[src/rtl/load_store_unit_pkg.sv]
// Shared constants for the load/store unit: RISC-V funct3 codes, FSM state
// encoding and the request legality check used at accept time.
package lsu_pkg;

   localparam logic [2:0] F3_LB  = 3'd0;
   localparam logic [2:0] F3_LH  = 3'd1;
   localparam logic [2:0] F3_LW  = 3'd2;
   localparam logic [2:0] F3_LBU = 3'd4;
   localparam logic [2:0] F3_LHU = 3'd5;
   localparam logic [2:0] F3_SB  = 3'd0;
   localparam logic [2:0] F3_SH  = 3'd1;
   localparam logic [2:0] F3_SW  = 3'd2;

   typedef enum logic [2:0] {
      S_IDLE   = 3'd0,
      S_LOAD   = 3'd1,
      S_WRITE  = 3'd2,
      S_RMW_RD = 3'd3,
      S_RMW_WR = 3'd4,
      S_RESP   = 3'd5
   } lsu_state_e;

   // Funct3 legality plus natural alignment; the range check lives in the top
   // because it depends on the memory depth.
   function automatic logic req_bad(input logic we, input logic [2:0] f3,
                                    input logic [1:0] off);
      logic illegal;
      logic misaligned;
      illegal    = we ? (f3 > F3_SW) : (f3 == 3'd3 || f3 == 3'd6 || f3 == 3'd7);
      misaligned = (f3[1:0] == 2'b01 && off[0]) ||
                   (f3[1:0] == 2'b10 && off != 2'b00);
      return illegal || misaligned;
   endfunction

endpackage

[src/rtl/load_store_unit_if.sv]
// Execute-stage request/response and data_memory port bundle for the LSU.
// Handshake: a request transfers on a rising edge where req_valid && req_ready;
// the requester may drop or change its fields after that edge. resp_valid is a
// one-cycle pulse with no backpressure; resp_rdata/resp_err are valid with it.
interface load_store_unit_if #(
   parameter int ADDR_W = 32,
   parameter int MEM_AW = 16,
   parameter int DATA_W = 32
);
   logic              req_valid;
   logic              req_ready;
   logic              req_we;
   logic [2:0]        req_funct3;
   logic [ADDR_W-1:0] req_addr;
   logic [DATA_W-1:0] req_wdata;
   logic              resp_valid;
   logic [DATA_W-1:0] resp_rdata;
   logic              resp_err;
   logic              mem_wEn;
   logic [MEM_AW-1:0] mem_address;
   logic [DATA_W-1:0] mem_write_data;
   logic [DATA_W-1:0] mem_read_data;

   // Requester side, which also models data_memory.
   modport master (
      output req_valid, req_we, req_funct3, req_addr, req_wdata, mem_read_data,
      input  req_ready, resp_valid, resp_rdata, resp_err,
             mem_wEn, mem_address, mem_write_data
   );

   modport slave (
      input  req_valid, req_we, req_funct3, req_addr, req_wdata, mem_read_data,
      output req_ready, resp_valid, resp_rdata, resp_err,
             mem_wEn, mem_address, mem_write_data
   );
endinterface

[src/rtl/load_store_unit_align.sv]
// Combinational lane logic: load byte/halfword extract with sign/zero extension,
// and store lane merge of right-aligned write data into a word read back from memory.
module lsu_align
   import lsu_pkg::*;
(
   input  logic [2:0]  funct3,
   input  logic [1:0]  byte_off,
   input  logic [31:0] rdata,
   input  logic [31:0] wdata,
   output logic [31:0] load_data,
   output logic [31:0] merged
);

   logic [7:0]  lane_b;
   logic [15:0] lane_h;

   always_comb begin
      lane_b    = rdata[{byte_off, 3'b000} +: 8];
      lane_h    = byte_off[1] ? rdata[31:16] : rdata[15:0];
      load_data = '0;
      case (funct3)
         F3_LB:   load_data = {{24{lane_b[7]}}, lane_b};
         F3_LH:   load_data = {{16{lane_h[15]}}, lane_h};
         F3_LW:   load_data = rdata;
         F3_LBU:  load_data = {24'd0, lane_b};
         F3_LHU:  load_data = {16'd0, lane_h};
         default: load_data = '0;
      endcase
   end

   always_comb begin
      merged = rdata;
      case (funct3)
         F3_SB:   merged[{byte_off, 3'b000} +: 8] = wdata[7:0];
         F3_SH: begin
            if (byte_off[1]) merged[31:16] = wdata[15:0];
            else             merged[15:0]  = wdata[15:0];
         end
         default: merged = wdata;
      endcase
   end

endmodule

[src/rtl/load_store_unit.sv]
// Byte-addressed RISC-V load/store front end for a word-wide data_memory with a
// single write enable; sub-word stores go through a read-modify-write.
module load_store_unit
   import lsu_pkg::*;
#(
   parameter int ADDR_W = 32,
   parameter int MEM_AW = 16,
   parameter int DATA_W = 32
) (
   input  logic               clk,
   input  logic               rst,
   load_store_unit_if.slave   bus,
   output lsu_state_e         state_dbg
);

   lsu_state_e        state_q, state_d;
   logic              we_q, we_d;
   logic [2:0]        f3_q, f3_d;
   logic [1:0]        off_q, off_d;
   logic [DATA_W-1:0] wdata_q, wdata_d;
   logic [MEM_AW-1:0] mem_address_q, mem_address_d;
   logic [DATA_W-1:0] mem_wdata_q, mem_wdata_d;
   logic              mem_wen_q, mem_wen_d;
   logic              req_ready_q, req_ready_d;
   logic              resp_valid_q, resp_valid_d;
   logic [DATA_W-1:0] resp_rdata_q, resp_rdata_d;
   logic              resp_err_q, resp_err_d;

   logic              accept;
   logic              req_err;
   logic [ADDR_W-1:0] addr_hi;
   logic [DATA_W-1:0] load_data;
   logic [DATA_W-1:0] merged;

   lsu_align u_align (
      .funct3    (f3_q),
      .byte_off  (off_q),
      .rdata     (bus.mem_read_data),
      .wdata     (wdata_q),
      .load_data (load_data),
      .merged    (merged)
   );

   assign accept  = bus.req_valid && req_ready_q;
   assign addr_hi = bus.req_addr >> (MEM_AW + 2);
   assign req_err = req_bad(bus.req_we, bus.req_funct3, bus.req_addr[1:0]) ||
                    (addr_hi != '0);

   always_comb begin
      state_d       = state_q;
      we_d          = we_q;
      f3_d          = f3_q;
      off_d         = off_q;
      wdata_d       = wdata_q;
      mem_address_d = mem_address_q;
      mem_wdata_d   = mem_wdata_q;
      resp_rdata_d  = resp_rdata_q;
      resp_err_d    = resp_err_q;
      case (state_q)
         S_IDLE: begin
            if (accept) begin
               we_d         = bus.req_we;
               f3_d         = bus.req_funct3;
               off_d        = bus.req_addr[1:0];
               wdata_d      = bus.req_wdata;
               resp_rdata_d = '0;
               resp_err_d   = req_err;
               if (req_err) begin
                  state_d = S_RESP;
               end else begin
                  // Address is left untouched on errors so memory never sees them.
                  mem_address_d = bus.req_addr[MEM_AW+1:2];
                  if (!bus.req_we) begin
                     state_d = S_LOAD;
                  end else if (bus.req_funct3 == F3_SW) begin
                     state_d     = S_WRITE;
                     mem_wdata_d = bus.req_wdata;
                  end else begin
                     state_d = S_RMW_RD;
                  end
               end
            end
         end
         S_LOAD: begin
            resp_rdata_d = load_data;
            state_d      = S_RESP;
         end
         S_WRITE:  state_d = S_RESP;
         S_RMW_RD: begin
            mem_wdata_d = merged;
            state_d     = S_RMW_WR;
         end
         S_RMW_WR: state_d = S_RESP;
         S_RESP:   state_d = S_IDLE;
         default:  state_d = S_IDLE;
      endcase
      mem_wen_d    = (state_d == S_WRITE) || (state_d == S_RMW_WR);
      resp_valid_d = (state_d == S_RESP);
      req_ready_d  = (state_d == S_IDLE);
   end

   always_ff @(posedge clk or negedge rst) begin
      if (!rst) begin
         state_q       <= S_IDLE;
         we_q          <= 1'b0;
         f3_q          <= '0;
         off_q         <= '0;
         wdata_q       <= '0;
         mem_address_q <= '0;
         mem_wdata_q   <= '0;
         mem_wen_q     <= 1'b0;
         req_ready_q   <= 1'b1;
         resp_valid_q  <= 1'b0;
         resp_rdata_q  <= '0;
         resp_err_q    <= 1'b0;
      end else begin
         state_q       <= state_d;
         we_q          <= we_d;
         f3_q          <= f3_d;
         off_q         <= off_d;
         wdata_q       <= wdata_d;
         mem_address_q <= mem_address_d;
         mem_wdata_q   <= mem_wdata_d;
         mem_wen_q     <= mem_wen_d;
         req_ready_q   <= req_ready_d;
         resp_valid_q  <= resp_valid_d;
         resp_rdata_q  <= resp_rdata_d;
         resp_err_q    <= resp_err_d;
      end
   end

   assign bus.req_ready      = req_ready_q;
   assign bus.resp_valid     = resp_valid_q;
   assign bus.resp_rdata     = resp_rdata_q;
   assign bus.resp_err       = resp_err_q;
   assign bus.mem_wEn        = mem_wen_q;
   assign bus.mem_address    = mem_address_q;
   assign bus.mem_write_data = mem_wdata_q;
   assign state_dbg          = state_q;

   // we_q is kept for debug visibility of the captured request direction.
   logic unused_ok;
   assign unused_ok = we_q;

endmodule

[src/flat_wrapper.sv]
// flat-port wrapper written by rule: the top's interface ports become plain ports
module load_store_unit_flat import lsu_pkg::*;
#(
   parameter int ADDR_W = 32,
   parameter int MEM_AW = 16,
   parameter int DATA_W = 32
)
  (clk, rst, state_dbg, bus_req_valid, bus_req_we, bus_req_funct3, bus_req_addr, bus_req_wdata, bus_mem_read_data, bus_req_ready, bus_resp_valid, bus_resp_rdata, bus_resp_err, bus_mem_wEn, bus_mem_address, bus_mem_write_data);
  load_store_unit_if #(.ADDR_W(ADDR_W), .MEM_AW(MEM_AW), .DATA_W(DATA_W)) bus_i ();
  input  logic clk;
  input  logic rst;
  output lsu_state_e state_dbg;
  input wire logic [$bits(bus_i.req_valid)-1:0] bus_req_valid;
  input wire logic [$bits(bus_i.req_we)-1:0] bus_req_we;
  input wire logic [$bits(bus_i.req_funct3)-1:0] bus_req_funct3;
  input wire logic [$bits(bus_i.req_addr)-1:0] bus_req_addr;
  input wire logic [$bits(bus_i.req_wdata)-1:0] bus_req_wdata;
  input wire logic [$bits(bus_i.mem_read_data)-1:0] bus_mem_read_data;
  output wire logic [$bits(bus_i.req_ready)-1:0] bus_req_ready;
  output wire logic [$bits(bus_i.resp_valid)-1:0] bus_resp_valid;
  output wire logic [$bits(bus_i.resp_rdata)-1:0] bus_resp_rdata;
  output wire logic [$bits(bus_i.resp_err)-1:0] bus_resp_err;
  output wire logic [$bits(bus_i.mem_wEn)-1:0] bus_mem_wEn;
  output wire logic [$bits(bus_i.mem_address)-1:0] bus_mem_address;
  output wire logic [$bits(bus_i.mem_write_data)-1:0] bus_mem_write_data;
  assign bus_i.req_valid = bus_req_valid;
  assign bus_i.req_we = bus_req_we;
  assign bus_i.req_funct3 = bus_req_funct3;
  assign bus_i.req_addr = bus_req_addr;
  assign bus_i.req_wdata = bus_req_wdata;
  assign bus_i.mem_read_data = bus_mem_read_data;
  assign bus_req_ready = bus_i.req_ready;
  assign bus_resp_valid = bus_i.resp_valid;
  assign bus_resp_rdata = bus_i.resp_rdata;
  assign bus_resp_err = bus_i.resp_err;
  assign bus_mem_wEn = bus_i.mem_wEn;
  assign bus_mem_address = bus_i.mem_address;
  assign bus_mem_write_data = bus_i.mem_write_data;
  load_store_unit #(.ADDR_W(ADDR_W), .MEM_AW(MEM_AW), .DATA_W(DATA_W)) u_core (.clk(clk), .rst(rst), .bus(bus_i), .state_dbg(state_dbg));
endmodule
[config.mk]
export PLATFORM = sky130hd
export DESIGN_NAME = load_store_unit_flat
export DESIGN_NICKNAME = d
export VERILOG_FILES = /design/src/rtl/load_store_unit_pkg.sv /design/src/rtl/load_store_unit_if.sv /design/src/rtl/load_store_unit_align.sv /design/src/rtl/load_store_unit.sv /design/src/flat_wrapper.sv
export SDC_FILE = /design/constraint.sdc
export NUM_CORES = 1
export LEC_CHECK = 0
export ABC_AREA = 1
export ABC_CLOCK_PERIOD_IN_PS = 5900
export CAP_MARGIN = 20
export CORE_MARGIN = 2
export CORE_UTILIZATION = 25
export CTS_CLUSTER_SIZE = 8
export DETAILED_ROUTE_END_ITERATION = 7
export PLACE_DENSITY = 0.51
export REMOVE_ABC_BUFFERS = 1
export SYNTH_ARGS = -nofsm -noshare
export SYNTH_HDL_FRONTEND = slang
export SYNTH_SLANG_ARGS = --single-unit
[constraint.sdc]
create_clock -name clk -period 5.9 [get_ports clk]
set_input_delay 0.885 -clock clk [delete_from_list [all_inputs] [get_ports clk]]
set_output_delay 0.885 -clock clk [all_outputs]
set_load 0.01 [all_outputs]
==> results of run 1 <==
power by group:
group	total [uW]	switching, uW	internal [uW]
Combinational	1870	1200	666
Clock	1070	462	609
Sequential	1240	182	1060
registers in the layout (all words and copies together), names as in the netlist:
signal	count
u_core.bus.mem_write_data	32
u_core.bus.resp_rdata	32
u_core.wdata_q	32
u_core.bus.mem_address	16
u_core.f3_q	3
u_core.state_dbg	3
u_core.off_q	2
u_core.bus.mem_wEn	1
u_core.bus.req_ready	1
u_core.bus.resp_err	1
u_core.bus.resp_valid	1
kinds of logic after synthesis:
| group | count (synthesis) | synth area share |
|---|---|---|
| AOI/OAI and AO/OA | 160 | 0.136 |
| adders and majority gates | 5 | 0.00827 |
| buffers and inverters | 140 | 0.0795 |
| DFF | 124 | 0.410 |
| and+or+nand+nor | 692 | 0.366 |
per-stage QoR:
stage	area [sq um]	utilization
2_1_floorplan	7240	-
3_3_place_gp	9690	0.326
3_5_place_dp	9690	0.326
4_1_cts	10300	0.346
5_1_grt	10300	0.347
6_report	10300	0.347
area by class of cell:
class,count,share of cell area
clock inverter,14,0.0147
tap,390,0.0473
inverter,74,0.0269
timing repair buffer,197,0.191
multi-input combinational,857,0.376
clock buffer,18,0.0426
antenna,1,0.000243
sequential,124,0.301
synthesized netlist by cell type (all sizes together):
library cell	count	area, sq um
nand2	543	2050
dfrtp	123	3080
nand3	78	410
inv	74	278
o21ai	70	354
nor2	67	283
o211ai	45	418
buf	40	226
a21oi	35	175
clkbuf	26	97.6
o221ai	7	61.3
ha	5	62.6
o22ai	3	18.8
dfstp	1	26.3
nand3b	1	7.51
nand4	1	6.26
nor3	1	5.00
or2	1	6.26
how the worst min path moves through the flow:
stage | from | end
floorplan | u_core.wdata_q[17]$_DFFE_PN0P_ | u_core.wdata_q[17]$_DFFE_PN0P_
global placement | u_core.bus.mem_address[9]$_DFFE_PN0P_ | u_core.bus.mem_address[9]$_DFFE_PN0P_
detailed placement | u_core.bus.mem_address[12]$_DFFE_PN0P_ | u_core.bus.mem_address[12]$_DFFE_PN0P_
CTS | rst | u_core.bus.mem_write_data[31]$_DFFE_PN0P_
global route | rst | u_core.bus.mem_wEn$_DFF_PN0_
finish | rst | u_core.bus.mem_wEn$_DFF_PN0_
metal layers:
metal	vias up	routed length, microns	GRT usage
li1	3876	-	-
met1	3522	12300	0.230
met2	224	12200	0.276
met3	27	2060	0.0499
met4	4	452	0.0478
met5	-	23	0
placed cells by master (no fill, tap or decap), drive strengths merged, types with 4 or more instances in the layout:
cell type,netlist,layout
nor2,67,67
buf,40,9
clkinv,0,4
o221ai,7,7
inv,74,81
ha,5,5
o211ai,45,45
a21oi,35,35
nand3,78,78
dfrtp,123,123
nand2,543,543
o21ai,70,70
clkbuf,26,18
clkdlybuf4s50,0,188
worst max-delay path, cell delays in order:
cell and delay, ns:
clkdlybuf4s50_1 0.46, nor2_1 0.16, nor2_1 0.06, nor2_1 0.15, nand2_1 0.07, nor2_1 0.16
nand3_2 0.61, nand2_2 0.81, nand2_1 0.14, nand2_1 0.08
==> reports/results.ini, run 1 <==
[floorplanning]
num_rows = 63
core_sq_um = 29700
die_y_microns = 178
initial_core_util = 0.255
fp.dieArea_sq_um = 31700
fp.dieW_microns = 178
io_pins = 190

[placement]
place.gp.congestion = 0.873
place_ws_ns = 2.01
place_hpwl_mm = 19.5
io_buffers = 189
dp_cells = 1641

[setup_path]
cp_data_arrival_time_ns = 3.63
timing.rr.start = u_core.off_q[1]$_DFFE_PN0P_
rrSetupSlack_ns = 3.19
crit_start = bus_req_funct3[0]
r2r-end = u_core.bus.resp_rdata[8]$_DFFE_PN0P_
start_kind = input port
worstSetupEndpoint = u_core.bus.mem_write_data[29]$_DFFE_PN0P_
crit_required_ns = 6.26
setup.worst_path.end_class = flip-flop
path_max_fanout = 33
critPathKind = input port to flip-flop
rr_worst_depth = 7

[cts]
cts.clk_slew.worst_paths_ns = 0.07
clock_path_buffers = 2
numCtsBuffers = 17
cts_resized = 0
clock_sinks = 124
clk-insertion-delay-late_ns = 0.43
htree_levels = 4
cts_tree = built
cts_setup_buffers = 0
cts-root-buf = clkbuf_16
holdBufCountCts = 0

[timing]
worst_slew_pin_slew_ns = 0.936
slew_headroom = 0.375
fin_crit_ns = 3.27
max_freq_mhz = 306
whs_ns = 0.411
finClkSkew_ns = 0.0184
drv_slew = 0
hold_violations = 0
setup_ws_ns = 2.63
finalCritPeriodShare = 0.555
setup_violations = 0
rsz0062_at_grt = no
fin_setup_tns_ns = 0

[layout]
areaGrowthSynthToFinish_pct = 36.2
multi_input_area_sq_um = 3880
drive_above_1_share = 0.0639
layoutNonFillerInstCount = 1675
fin_nets = 1379
fill_cells = 3188
seqCellArea_sq_um = 3110

[yosys]
ys_seq_area_frac = 0.410
ys_ff_latch = 124
avgSynthCellArea_sq_um = 6.75
yosysWarnings = 0
syn-instance-count = 1121
synthesis.area_sq_um = 7570
yosysUniqueCellTypes = 31

[drt]
wl_per_cell_microns = 16.1
vias = 7653
antenna_left = 0
wl_mm = 27.0
dr.pass1.iters = 5
via_per_inst = 4.57
drc = 0
drtIter0Drc = 441

[power_and_ir_drop]
ir_drop_mv = 0.210
power.total_uw = 4180
power_density_nw_per_um2 = 406
leakagePower_uw = 0.00503

[global_route]
grt_pass1_vias = 7511
overflow = 0
antenna_found_initial = 3
grt_max_degree = 76
grtUsageTotal = 0.174
grt_first_pass_wirelength_mm = 42.4

[hold_path]
holdCritPathClass = input port to asynchronous set/reset pin

[run]
drv_cap = 0

[outcome]
status = completed

(Power assumes the default switching activity.)
==> run 2: changes to the inputs <==
- ABC_CLOCK_PERIOD_IN_PS: 5900 -> 2700
- PLACE_DENSITY: 0.51 -> 0.53
- clock period: 5.9 -> 2.7 ns (I/O delays scaled with it)
==> run 2 against run 1 <==
Compared with the run above:
- global-route usage increased by 0.17 points
- count of clock-buffer cells in the layout decreased by 1
- clock skew decreased by 0.0064 ns
- first-iteration DRC count rose by 36%
- cell count rose by 0.96%
- combinational power is 120% higher
- critical path depth is 1 higher
- sequential cell count is the same
- sequential share of layout area decreased by 0.35 points
- worst setup slack got worse by 2.1 ns
- non-clock buffer count rose by 16
==> reports/results.ini, run 2 (synthesis results as in run 1) <==
[outcome]
status = completed

[timing]
finalCritPeriodShare = 0.822
worst_slew_pin_slew_ns = 0.640  ; -0.296 ns
drv_slew = 0  ; unchanged
fin_crit_ns = 2.22
hold_violations = 0  ; unchanged
slew_headroom = 0.571  ; +0.196
fin_setup_tns_ns = 0  ; unchanged
setup_violations = 0  ; unchanged
rsz0062_at_grt = no
max_freq_mhz = 450
setup_ws_ns = 0.480  ; -2.15 ns
finClkSkew_ns = 0.0120  ; -0.00639 ns

[power_and_ir_drop]
combPwrFrac = 0.450  ; +0.003
leakagePower_uw = 0.00511  ; +1.5%
p_int_uw = 5190  ; +120%
p_sw_uw = 4030  ; +120%
power_switching_share = 0.437  ; -0.00514
pwr-share-clk = 0.254  ; -0.002
ir_drop_mv = 0.355  ; +69%
power_frac_seq = 0.296  ; about the same
power.total_uw = 9220  ; +120%
power_density_nw_per_um2 = 884  ; +120%

[cts]
cts.clk_slew.worst_paths_ns = 0.06  ; about the same
htree_levels = 4  ; unchanged
clock_path_buffers = 2  ; unchanged
clock_sinks = 124  ; unchanged
holdBufCountCts = 1  ; +1
cts_resized = 0  ; unchanged
cts-root-buf = clkbuf_16
clk-insertion-delay-late_ns = 0.43  ; about the same
numCtsBuffers = 17  ; unchanged
cts_tree = built
cts_setup_buffers = 0  ; unchanged

[setup_path]
path_max_fanout = 14  ; -58%
crit_required_ns = 3.06  ; -3.20 ns
setup.worst_path.end_class = flip-flop
start_kind = flip-flop
rrSetupSlack_ns = 0.48  ; -2.71 ns
critPathKind = flip-flop to flip-flop
cp_data_arrival_time_ns = 2.58  ; -1.05 ns

[drt]
wl_mm = 27.4  ; +1.5%
vias = 7796  ; +1.9%
dr.pass1.iters = 6  ; +1
wl_per_cell_microns = 16.2  ; +0.57%
drc = 0  ; unchanged
drtIter0Drc = 600  ; +36%
antenna_left = 0  ; unchanged
via_per_inst = 4.61  ; +0.90%

[floorplanning]
io_pins = 190  ; unchanged
fp.dieArea_sq_um = 31700  ; unchanged
die_y_microns = 178  ; unchanged
fp.dieW_microns = 178  ; unchanged
num_rows = 63  ; unchanged
initial_core_util = 0.255  ; unchanged
core_sq_um = 29700  ; unchanged

[placement]
io_buffers = 189  ; unchanged
place_ws_ns = 0.458  ; -1.55 ns
placedInstanceArea_sq_um = 9830  ; +1.4%
place.gp.congestion = 0.896  ; +2.6%
place_hpwl_mm = 20.2  ; +4.0%

[hold_path]
holdCritPathClass = flip-flop to flip-flop

[global_route]
grt_pass1_vias = 7376  ; -1.8%
overflow = 0  ; unchanged
antenna_found_initial = 2  ; -1
grt_max_degree = 63  ; -17%
grt_first_pass_wirelength_mm = 42.7  ; +0.57%
grtUsageTotal = 0.175  ; +0.00169

[layout]
drive_above_1_share = 0.0746  ; +0.0108
fill_cells = 3204  ; +0.50%
final_area_sq_um = 10400  ; +1.2%
fin_util = 0.351  ; +0.00413
layout_common_cells = nand2_1 (539), clkdlybuf4s50_1 (188), dfrtp_1 (122)
areaGrowthSynthToFinish_pct = 37.9
fin_nets = 1395  ; +1.2%
final_common_cell = nand2_1

[run]
drv_cap = 0  ; unchanged

[run 2: critical path: stages (launching register included)]
cell,delay [ns]
dfrtp_2,0.42
inv_2,0.22
ha_1,0.39
inv_1,0.25
nand2_1,0.23
o21ai_0,0.23
nand2_1,0.09
nand3_1,0.07
nand2_1,0.07
nand2_1,0.08
nand2_1,0.05
nand2_1,0.06
[run 2: final cells by class]
type                    count  area [sq um]  area share
multi-input cells         857          3870       0.371
repair buffers            213          2100       0.201
well taps                 390           488      0.0468
flip-flops and latches    124          3110       0.298
diodes                      1          2.50    0.000240
clock buffers              17           425      0.0408
clock inverters            15           165      0.0158
inverters                  74           278      0.0266
[run 2: path summary, 6_finish.rpt]
check / startpoint / to / cells past startpoint
setup reg to reg: u_core.off_q[1]$_DFFE_PN0P_ / u_core.bus.mem_write_data[0]$_DFFE_PN0P_ / 11
max in group asynchronous: rst / u_core.bus.req_ready$_DFF_PN1_ / 3
hold / removal: u_core.wdata_q[26]$_DFFE_PN0P_ / u_core.wdata_q[26]$_DFFE_PN0P_ / 2
setup / recovery: u_core.off_q[1]$_DFFE_PN0P_ / u_core.bus.mem_write_data[0]$_DFFE_PN0P_ / 11
hold reg to reg: u_core.wdata_q[26]$_DFFE_PN0P_ / u_core.wdata_q[26]$_DFFE_PN0P_ / 2
min in group asynchronous: rst / u_core.bus.resp_rdata[31]$_DFFE_PN0P_ / 2
[run 2: layer usage]
| metal | track usage | vias up | share of wire |
|---|---|---|---|
| li1 | - | 3915 | - |
| met1 | 0.244 | 3593 | 0.47 |
| met2 | 0.271 | 260 | 0.45 |
| met3 | 0.0460 | 26 | 0.071 |
| met4 | 0.0410 | 2 | 0.013 |
| met5 | 0 | - | 0.00047 |
[run 2: stage by stage]
step	instances	hold WS (ns)
after detailed placement	1657	0.402
after global placement	1657	0.395
after floorplan	1055	0.109
final	1691	0.471
after global routing	1690	0.488
after CTS	1690	0.474
[run 2: power by group through the flow]
| stage | Clock, uW | Sequential, uW | Combinational (uW) |
|---|---|---|---|
| 2_1_floorplan | 0 | 2810 | 2400 |
| 5_1_grt | 2480 | 2790 | 4630 |
| 3_3_place_gp | 0 | 2750 | 4100 |
| 4_1_cts | 2380 | 2730 | 4150 |
| 3_5_place_dp | 0 | 2760 | 4140 |
| 6_report | 2340 | 2730 | 4150 |
==> run 3: changes to the inputs <==
- ABC_CLOCK_PERIOD_IN_PS: 2700 -> 2040
- clock period: 2.7 -> 2.04 ns (I/O delays scaled with it)
==> run 3 against run 2 <==
Compared with the run above:
- sequential cell count did not move
- critical path depth did not move
- clock power rose by 36%
- critical path type unchanged
- power rose by 39%
- highest routed layer unchanged
- critical endpoint is now u_core.bus.mem_write_data[18]$_DFFE_PN0P_
==> reports/results.ini, run 3 (synthesis results as in run 1) <==
[outcome]
status = completed

[setup_path]
path_cells = inv_2 -> ha_1 -> inv_1 -> nand2_1 -> inv_1 -> nand3_1 -> a21oi_1 -> nor2_1 -> nor2_1 -> nand2_1 -> nand2_1
path_max_fanout = 7  ; -7
path_buf_inv = 3  ; +1
critPathKind = flip-flop to flip-flop
cp_common_cell = nand2_1
cp_slowest_stage_delay_ns = 0.43  ; about the same
critical_path.top_delay_family = simple AND/OR/NAND/NOR gates
start_kind = flip-flop
cp_data_arrival_time_ns = 2.17  ; -0.41 ns
crit_required_ns = 2.40  ; -0.66 ns
crit_slowest_cell = dfrtp_2
setup.worst_path.end_class = flip-flop

[floorplanning]
fp.dieArea_sq_um = 31700  ; unchanged
core_sq_um = 29700  ; unchanged
initial_core_util = 0.255  ; unchanged
die_y_microns = 178  ; unchanged
io_pins = 190  ; unchanged
fp.dieW_microns = 178  ; unchanged
num_rows = 63  ; unchanged

[timing]
whs_ns = 0.299  ; -0.173 ns
drv_slew = 0  ; unchanged
finClkSkew_ns = 0.0122  ; +0.000148 ns
setup_ws_ns = 0.227  ; -0.253 ns
hold_violations = 0  ; unchanged
fin_crit_ns = 1.81  ; -0.407 ns
slew_headroom = 0.577  ; +0.00671
setup_violations = 0  ; unchanged
rsz0062_at_grt = no
max_freq_mhz = 552  ; +22%
finalCritPeriodShare = 0.889  ; +0.0665
worst_slew_pin_slew_ns = 0.632  ; -0.00731 ns

[cts]
cts_tree = built
htree_levels = 4  ; unchanged
cts.clk_slew.worst_paths_ns = 0.06  ; about the same
clock_sinks = 124  ; unchanged
numCtsBuffers = 17  ; unchanged
clk-insertion-delay-late_ns = 0.43  ; about the same
cts_setup_buffers = 0  ; unchanged
cts-root-buf = clkbuf_16
clock_path_buffers = 2  ; unchanged

[placement]
io_buffers = 189  ; unchanged
place_ws_ns = 0.00588  ; -0.452 ns
place.gp.congestion = 0.883  ; -1.5%
place_hpwl_mm = 20.4  ; +0.62%

[drt]
vias = 7800  ; +0.051%
via_per_inst = 4.52  ; -1.9%
wl_met1_mm = 12.5  ; -1.8%
dr.pass1.iters = 5  ; -1
antenna_left = 0  ; unchanged
top_layer = met5
drtIter0Drc = 551  ; -8.2%
wl_per_cell_microns = 15.9  ; -2.1%
wl_met2_mm = 12.2  ; -1.1%
wl_mm = 27.4  ; -0.12%
wl_met3_mm = 2.12  ; +8.8%
drc = 0  ; unchanged

[power_and_ir_drop]
power_density_nw_per_um2 = 1180  ; +34%
leakagePower_uw = 0.00532  ; +4.2%
ir_drop_mv = 0.695  ; +96%

[layout]
fin_nets = 1429  ; +2.4%
drive_above_1_share = 0.0975  ; +0.0228
fill_cells = 3116  ; -2.7%
layout_common_cells = nand2_1 (539), clkdlybuf4s50_1 (188), dfrtp_1 (122)
final_common_cell = nand2_1
areaGrowthSynthToFinish_pct = 43.0

[global_route]
grt_pass1_vias = 7602  ; +3.1%
grt_first_pass_wirelength_mm = 42.8  ; +0.18%
grtUsageTotal = 0.176  ; +0.000504
overflow = 0  ; unchanged
grt_max_degree = 59  ; -6.3%
antenna_found_initial = 3  ; +1

[hold_path]
holdCritPathClass = input port to asynchronous set/reset pin

[run]
drv_cap = 0  ; unchanged

## run 3: timing repair
item	CTS	global route
endpoints found under the hold margin	9	0
hold buffers	1	0
gates resized for setup	0	0
## run 3: cell type report
| class | count | area (sq um) | share of cell area |
|---|---|---|---|
| multi-input combinational | 857 | 3870 | 0.358 |
| timing repair buffer | 247 | 2460 | 0.228 |
| clock inverter | 13 | 165 | 0.0153 |
| tap | 390 | 488 | 0.0451 |
| inverter | 74 | 278 | 0.0257 |
| antenna | 1 | 2.50 | 0.000231 |
| clock buffer | 19 | 443 | 0.0409 |
| sequential | 124 | 3110 | 0.287 |
## run 3: power breakdown
part | total (uW) | switching, uW | internal [uW]
Sequential | 3610 | 550 | 3060
Clock | 3190 | 1230 | 1960
Combinational | 5990 | 3590 | 2400
Total | 12800 | 5370 | 7430
## run 3: path summary, 6_finish.rpt
path | startpoint | to | slack, ns | cells past startpoint
max in group asynchronous | rst | u_core.bus.req_ready$_DFF_PN1_ | 1.14 | 3
worst max register to register | u_core.off_q[1]$_DFFE_PN0P_ | u_core.bus.mem_write_data[18]$_DFFE_PN0P_ | 0.23 | 11
worst min register to register | u_core.wdata_q[19]$_DFFE_PN0P_ | u_core.wdata_q[19]$_DFFE_PN0P_ | 0.47 | 2
worst max-delay path | u_core.off_q[1]$_DFFE_PN0P_ | u_core.bus.mem_write_data[18]$_DFFE_PN0P_ | 0.23 | 11
worst min-delay path | rst | u_core.bus.resp_rdata[18]$_DFFE_PN0P_ | 0.30 | 2
min in group clk | bus_req_addr[13] | u_core.bus.mem_address[11]$_DFFE_PN0P_ | 0.41 | 3
## run 3: worst reg2reg max path: stages, from the launching register on
cell and delay [ns]:
dfrtp_2 0.43, inv_2 0.09, ha_1 0.24, inv_1 0.18
nand2_1 0.14, inv_1 0.12, nand3_1 0.07, a21oi_1 0.18
nor2_1 0.08, nor2_1 0.08, nand2_1 0.06, nand2_1 0.06
## run 3: per-stage QoR
stage               instances  power (uW)  area, sq um  utilization  TNS, ns
global placement         1691        9600        10200        0.343        0
finish                   1725       12800        10800        0.364        0
global route             1724       13800        10800        0.364        0
CTS                      1724       12900        10800        0.364        0
detailed placement       1691        9620        10200        0.343        0
floorplan                1055        6900         7240            -   -97.06
## run 3: routing by layer
layer / GRT usage / vias up
met4: 0.0553 / 2
met2: 0.274 / 242
li1: - / 3964
met5: 0 / -
met1: 0.236 / 3556
met3: 0.0503 / 36
